--- src/rtl/echo_sequence_engine.sv ---
// Simon-style memory game engine: plays a growing prefix of a loaded note sequence,
// then scores player answers with per-answer timeout, miss budget and win/lose end states.
module echo_sequence_engine #(
    parameter int NOTE_W     = 4,
    parameter int MAX_LEN    = 8,
    parameter int START_LEN  = 3,
    parameter int TICK_DIV   = 3,
    parameter int NOTE_TICKS = 2,
    parameter int GAP_TICKS  = 1,
    parameter int ANS_TICKS  = 16,
    parameter int MAX_MISSES = 3,
    localparam int IDX_W  = $clog2(MAX_LEN),
    localparam int LEN_W  = $clog2(MAX_LEN + 1),
    localparam int MISS_W = $clog2(MAX_MISSES + 1)
) (
    input  logic                      clk,
    input  logic                      reset,
    input  logic                      load_valid,
    input  logic [NOTE_W*MAX_LEN-1:0] load_data,
    input  logic                      start,
    input  logic                      clear,
    input  logic                      ans_valid,
    input  logic [NOTE_W-1:0]         ans_data,
    output logic [NOTE_W-1:0]         note_out,
    output logic                      playing,
    output logic                      expect_input,
    output logic                      hit,
    output logic                      miss,
    output logic                      round_done,
    output logic                      game_won,
    output logic                      game_over,
    output logic [LEN_W-1:0]          cur_len,
    output logic [MISS_W-1:0]         miss_count
);
    localparam int MAX_T  = (ANS_TICKS > NOTE_TICKS) ?
                            ((ANS_TICKS > GAP_TICKS) ? ANS_TICKS : GAP_TICKS) :
                            ((NOTE_TICKS > GAP_TICKS) ? NOTE_TICKS : GAP_TICKS);
    localparam int TCNT_W = $clog2(MAX_T + 1);
    localparam int DIV_W  = $clog2(TICK_DIV + 1);

    typedef enum logic [2:0] {S_IDLE, S_PLAY_ON, S_PLAY_GAP, S_WAIT_ANS, S_WON, S_LOST} state_t;

    state_t                       state, nxt_state;
    logic [IDX_W-1:0]             idx, nxt_idx;
    logic [LEN_W-1:0]             len_q, nxt_len;
    logic [MISS_W-1:0]            miss_q, nxt_miss;
    logic [MAX_LEN-1:0][NOTE_W-1:0] seq, nxt_seq;
    logic                         loaded, nxt_loaded;
    logic                         lead, nxt_lead;
    logic                         tmr_clr;
    logic [DIV_W-1:0]             div;
    logic [TCNT_W-1:0]            tcnt;
    logic                         tick, idle_like, timed, last_note;
    logic                         hit_n, miss_n, rd_n;

    assign tick      = (div == DIV_W'(TICK_DIV - 1));
    assign idle_like = (state == S_IDLE) || (state == S_WON) || (state == S_LOST);
    assign timed     = (state == S_PLAY_ON) || (state == S_PLAY_GAP) || (state == S_WAIT_ANS);
    assign last_note = ((LEN_W'(idx) + LEN_W'(1)) == len_q);

    always_ff @(posedge clk or negedge reset) begin
        if (!reset) begin
            state  <= S_IDLE;
            idx    <= '0;
            len_q  <= LEN_W'(START_LEN);
            miss_q <= '0;
            seq    <= '0;
            loaded <= 1'b0;
            lead   <= 1'b0;
            div    <= '0;
            tcnt   <= '0;
        end else begin
            state  <= nxt_state;
            idx    <= nxt_idx;
            len_q  <= nxt_len;
            miss_q <= nxt_miss;
            seq    <= nxt_seq;
            loaded <= nxt_loaded;
            lead   <= nxt_lead;
            // Divider and tick count restart on every state entry; a correct answer only rearms the tick count.
            if (nxt_state != state || !timed) begin
                div  <= '0;
                tcnt <= '0;
            end else begin
                div <= tick ? '0 : div + DIV_W'(1);
                if (tmr_clr)   tcnt <= '0;
                else if (tick) tcnt <= tcnt + TCNT_W'(1);
            end
        end
    end

    always_comb begin
        nxt_state  = state;
        nxt_idx    = idx;
        nxt_len    = len_q;
        nxt_miss   = miss_q;
        nxt_seq    = seq;
        nxt_loaded = loaded;
        nxt_lead   = lead;
        tmr_clr    = 1'b0;
        hit_n      = 1'b0;
        miss_n     = 1'b0;
        rd_n       = 1'b0;
        if (clear) begin
            nxt_state = S_IDLE;
            nxt_idx   = '0;
            nxt_len   = LEN_W'(START_LEN);
            nxt_miss  = '0;
            nxt_lead  = 1'b0;
        end else if (load_valid && idle_like) begin
            nxt_seq    = load_data;
            nxt_loaded = 1'b1;
            nxt_state  = S_IDLE;
        end else if (start && idle_like && loaded) begin
            nxt_state = S_PLAY_ON;
            nxt_idx   = '0;
            nxt_len   = LEN_W'(START_LEN);
            nxt_miss  = '0;
            nxt_lead  = 1'b0;
        end else begin
            case (state)
                S_PLAY_ON: if (tick && tcnt == TCNT_W'(NOTE_TICKS - 1)) nxt_state = S_PLAY_GAP;
                S_PLAY_GAP: begin
                    if (tick && tcnt == TCNT_W'(GAP_TICKS - 1)) begin
                        // A lead-in gap precedes a replay and must not advance past note 0.
                        if (lead) begin
                            nxt_lead  = 1'b0;
                            nxt_idx   = '0;
                            nxt_state = S_PLAY_ON;
                        end else if (!last_note) begin
                            nxt_idx   = idx + IDX_W'(1);
                            nxt_state = S_PLAY_ON;
                        end else begin
                            nxt_idx   = '0;
                            nxt_state = S_WAIT_ANS;
                        end
                    end
                end
                S_WAIT_ANS: begin
                    if (ans_valid) begin
                        if (ans_data == seq[idx]) begin
                            hit_n = 1'b1;
                            if (last_note) begin
                                rd_n = 1'b1;
                                if (len_q == LEN_W'(MAX_LEN)) begin
                                    nxt_state = S_WON;
                                end else begin
                                    nxt_len   = len_q + LEN_W'(1);
                                    nxt_idx   = '0;
                                    nxt_lead  = 1'b1;
                                    nxt_state = S_PLAY_GAP;
                                end
                            end else begin
                                nxt_idx = idx + IDX_W'(1);
                                tmr_clr = 1'b1;
                            end
                        end else begin
                            miss_n = 1'b1;
                        end
                    end else if (tick && tcnt == TCNT_W'(ANS_TICKS - 1)) begin
                        miss_n = 1'b1;
                    end
                end
                default: ;
            endcase
            if (miss_n) begin
                if (int'(miss_q) + 1 >= MAX_MISSES) begin
                    nxt_miss  = MISS_W'(MAX_MISSES);
                    nxt_state = S_LOST;
                end else begin
                    nxt_miss  = miss_q + MISS_W'(1);
                    nxt_idx   = '0;
                    nxt_lead  = 1'b1;
                    nxt_state = S_PLAY_GAP;
                end
            end
        end
    end

    logic [NOTE_W-1:0] note_n;
    always_comb begin
        note_n = '0;
        if (nxt_state == S_PLAY_ON) note_n = nxt_seq[nxt_idx];
    end

    always_ff @(posedge clk or negedge reset) begin
        if (!reset) begin
            note_out     <= '0;
            playing      <= 1'b0;
            expect_input <= 1'b0;
            hit          <= 1'b0;
            miss         <= 1'b0;
            round_done   <= 1'b0;
            game_won     <= 1'b0;
            game_over    <= 1'b0;
        end else begin
            note_out     <= note_n;
            playing      <= (nxt_state == S_PLAY_ON) || (nxt_state == S_PLAY_GAP);
            expect_input <= (nxt_state == S_WAIT_ANS);
            hit          <= hit_n;
            miss         <= miss_n;
            round_done   <= rd_n;
            game_won     <= (nxt_state == S_WON);
            game_over    <= (nxt_state == S_LOST);
        end
    end

    assign cur_len    = len_q;
    assign miss_count = miss_q;
endmodule

--- config.mk ---
export PLATFORM = sky130hd
export DESIGN_NAME = echo_sequence_engine
export DESIGN_NICKNAME = d
export VERILOG_FILES = /design/src/rtl/echo_sequence_engine.sv
export SDC_FILE = /design/constraint.sdc
export NUM_CORES = 1
export LEC_CHECK = 0
export ABC_AREA = 1
export CORE_ASPECT_RATIO = 0.6
export CORE_MARGIN = 1
export CORE_UTILIZATION = 55
export CTS_CLUSTER_DIAMETER = 80
export DETAILED_ROUTE_END_ITERATION = 7
export PLACE_DENSITY = 0.84
export SLEW_MARGIN = 20
export SYNTH_ARGS = -nofsm -noshare
export SYNTH_HDL_FRONTEND = slang
export SYNTH_SLANG_ARGS = --single-unit
--- constraint.sdc ---
create_clock -name clk -period 2.6 [get_ports clk]
set_input_delay 0.26 -clock clk [delete_from_list [all_inputs] [get_ports clk]]
set_output_delay 0.26 -clock clk [all_outputs]
set_load 0.01 [all_outputs]
==> qor.csv <==
stage,metric,value,unit
run_status,run_status,"complete, but fails checks",
run_status,violations,negative setup slack,
clocking,clkLatencyLatePin,340,ps
floorplan,start_util,0.585,
global_routing,gr-usage-met3,0.0948,
sta,slew_viol_final,0,
global_routing,grt_first_pass_wirelength,18500,µm
floorplan,die_w,112,µm
final_layout,drive_gt1_frac,0.220,
global_routing,grt_overflow,0,
global_routing,grt_pass1_vias,3723,
setup_path,r2r-start,idx[0],
route,viasPerCell,5.59,
setup_path,cp_num_buf_inv,1,
sta,relSlewSlack,0.679,
hold_path,hold_path_class,input pin to async pin,
placement,port_buffers,58,
global_routing,grt_usage,0.328,
global_routing,grtUsageMet1,0.457,
sta,worstMarginPinSlew,482,ps
setup_path,cp_slowest_stage_delay,480,ps
setup_path,cp-startpoint,idx[0],
sta,rsz0062_at_grt,yes,
final_layout,fillCellCount,463,
route,first_iter_violations,424,
setup_path,cp.required,2870,ps
synthesis,synth_fp_nets,610,
setup_path,worstPathMaxFanout,17,
clocking,cts_buffer_depth,2,
placement,place_congestion,0.979,
route,wl_per_cell,16.6,µm
sta,fin_ws,-66.8,ps
setup_path,critical_path.cell_chain,buf_12 > nand2_1 > nand3_1 > nand3_2 > nand2_1 > nand2_1 > nand2_2 > nor2_4 > nand3_4 > nor2_2 > nor2_1 > nor2_2 > nor2_2 > nor2_4 > nand2_1 > nor2_1 > nor2_1 > nor2_1,
floorplan,ioPinCount,59,
route,drt-total-wl,12400,µm
final_layout,antenna_cells,0,
route,num_vias,4190,
synthesis,syn_area,4020,µm²
sta,post-route-min-period,2670,ps
setup_path,crit_family,simple AND/OR/NAND/NOR gates,
sta,clock.fmax,375,MHz
setup_path,slowest_stage,dfrtp_2,
global_routing,grt_max_degree,43,
synthesis,avgSynthCellArea,7.17,µm²
setup_path,timing.rr.end,note_out[1],
placement,detailedPlace.worstSlack,-80.0,ps
floorplan,rows,23,
setup_path,ff2ff_path_depth,18,
clocking,cts_sinks,64,
setup_path,setup.worst_path.end_class,register,
global_routing,busiest_layer,met2,
clocking,cts.root.buffer_cell,clkbuf_16,
clocking,cts_tree,built,
sta,finalSetupViolations,5,
clocking,htree_levels,3,
pwr,ir_worst_vdd,0.520,mV
global_routing,grt.met2_usage,0.488,
route,drtAntennaViolNets,0,
sta,fin_setup_tns,-211,ps
synthesis,ys_types,35,
synthesis,yosys.area.top_type,dfrtp_1,
clocking,clk_pin_slew,60,ps
sta,hold_violations,0,
sta,period_share,1.03,
floorplan,coreArea,6880,µm²
synthesis,synthMostInstantiatedCell,nand2_1,
setup_path,crit_arrival,2940,ps
placement,dp_hpwl,8600,µm
clocking,cts_buffers,9,
synthesis,synth.area.top_cells,"dfrtp_1 39%, nand2_1 13%, inv_1 8.6%, nand3_1 8.5%, o21ai_0 5.5%",
flow_run,drv_cap,0,
floorplan,die_h,68.2,µm
sta,fin_worst_skew,7.10,ps
setup_path,r2r_slack,-70,ps
route,dr.pass1.iters,5,
synthesis,syn_inst,561,
synthesis,synth_seq_cells,64,
synthesis,ys_top_cells_by_count,"136 x nand2_1, 92 x inv_1, 68 x nand3_1",
synthesis,yosysWarnings,0,
synthesis,synth-main-ff-cell,dfrtp_1,
synthesis,yosys.area.top_type_share,0.386,
setup_path,crit_path_start_kind,register,
floorplan,dieArea,7670,µm²
synthesis,seq_area_frac_synth,0.399,
setup_path,worst-setup-path-type,register to register,
route,post-route-drc-count,0,
final_layout,fin_nets,707,
final_layout,synthToLayoutAreaGrowth,35.7,%
pwr,p_per_area,675,nW/µm²
pwr,report.power.total,3680,µW
synthesis,synth_edf_count,0,
synthesis,ys_async_sr_fraction,1.00,
global_routing,antenna_found_initial,0,
pwr,power_leakage,0.00266,µW
-- layout make-up --
| class | instances | area (µm²) | share of cell area |
|---|---|---|---|
| clock inverters | 4 | 76.3 | 0.0140 |
| multi-input cells | 380 | 2070 | 0.379 |
| flip-flops and latches | 64 | 1610 | 0.294 |
| well taps | 87 | 109 | 0.0199 |
| inverters | 99 | 382 | 0.0699 |
| clock buffers | 12 | 256 | 0.0470 |
| repair buffers | 104 | 958 | 0.176 |
-- worst max path at each step --
stage | slack (ps) | to | cells past startpoint
global route | -200 | note_out[1] | 18
detailed placement | -80 | tcnt[1] | 22
global placement | 20 | note_out[3] | 16
floorplan | 370 | note_out[2] | 21
finish | -70 | note_out[1] | 18
CTS | 20 | note_out[3] | 16
-- metrics by stage --
step / hold WS (ps) / instance area [µm²] / cells / util
2_1_floorplan: -35.6 / 4020 / 561 / -
3_3_place_gp: 234 / 4880 / 727 / 0.709
3_5_place_dp: 242 / 4880 / 727 / 0.709
4_1_cts: 423 / 5240 / 745 / 0.762
5_1_grt: 449 / 5460 / 750 / 0.794
6_report: 419 / 5460 / 750 / 0.794
-- where the power goes --
part / total (µW) / internal (µW) / switching, µW
sequential: 1260 / 1170 / 95.2
clock: 1340 / 893 / 446
combinational: 1080 / 431 / 651
total: 3680 / 2490 / 1190
-- cell families (layout without fill, tap and decap cells) --
kind of cell,Yosys count,after routing,share of synthesized area
AO/OA/AOI/OAI,65,65,0.0921
XOR/XNOR,5,5,0.0109
adder cells (fa/ha/maj),7,7,0.0218
buffers and inverters,117,219,0.124
flip-flops,64,64,0.399
AND/OR/NAND/NOR,303,303,0.353
-- timing repair --
item,CTS,global route
hold endpoints to repair,20,0
hold buffers,1,0
setup buffers,1,4
pin swaps,1,10
gates cloned,0,1
setup endpoints to repair,9,17
gates resized for setup,5,58
-- flip-flops by register name, summed over array words and instances, names as in the netlist --
signal / count
note_out: 4
loaded: 1
seq: 32
hit: 1
expect_input: 1
idx: 3
tcnt: 5
lead: 1
playing: 1
miss: 1
miss_count: 2
round_done: 1
state: 3
game_won: 1
game_over: 1
div: 2
cur_len: 4
-- layout by cell type (no fill, tap or decap), types with 4 or more instances in the layout --
cell type,n
inv_1,87
nand3_1,62
nand3b_1,4
xor2_1,4
buf_6,6
clkbuf_16,9
nand3_2,8
nor2_2,12
a21oi_1,9
nand2_2,14
o21ai_0,38
buf_4,38
nand4_1,6
nand2_1,126
ha_1,6
or2_2,15
nand2_4,4
nor3_1,4
inv_2,9
dfrtp_1,60
o21ai_1,7
clkdlybuf4s50_1,57
nand3_4,4
nor2_1,37
nor2_4,5
-- routing by layer --
metal  vias up  share of wire
met3        31           0.11
li1       1963              -
met2       265           0.43
met1      1931           0.44
met5         -              0
met4         0          0.018
Power figures use the tool's default switching activity.
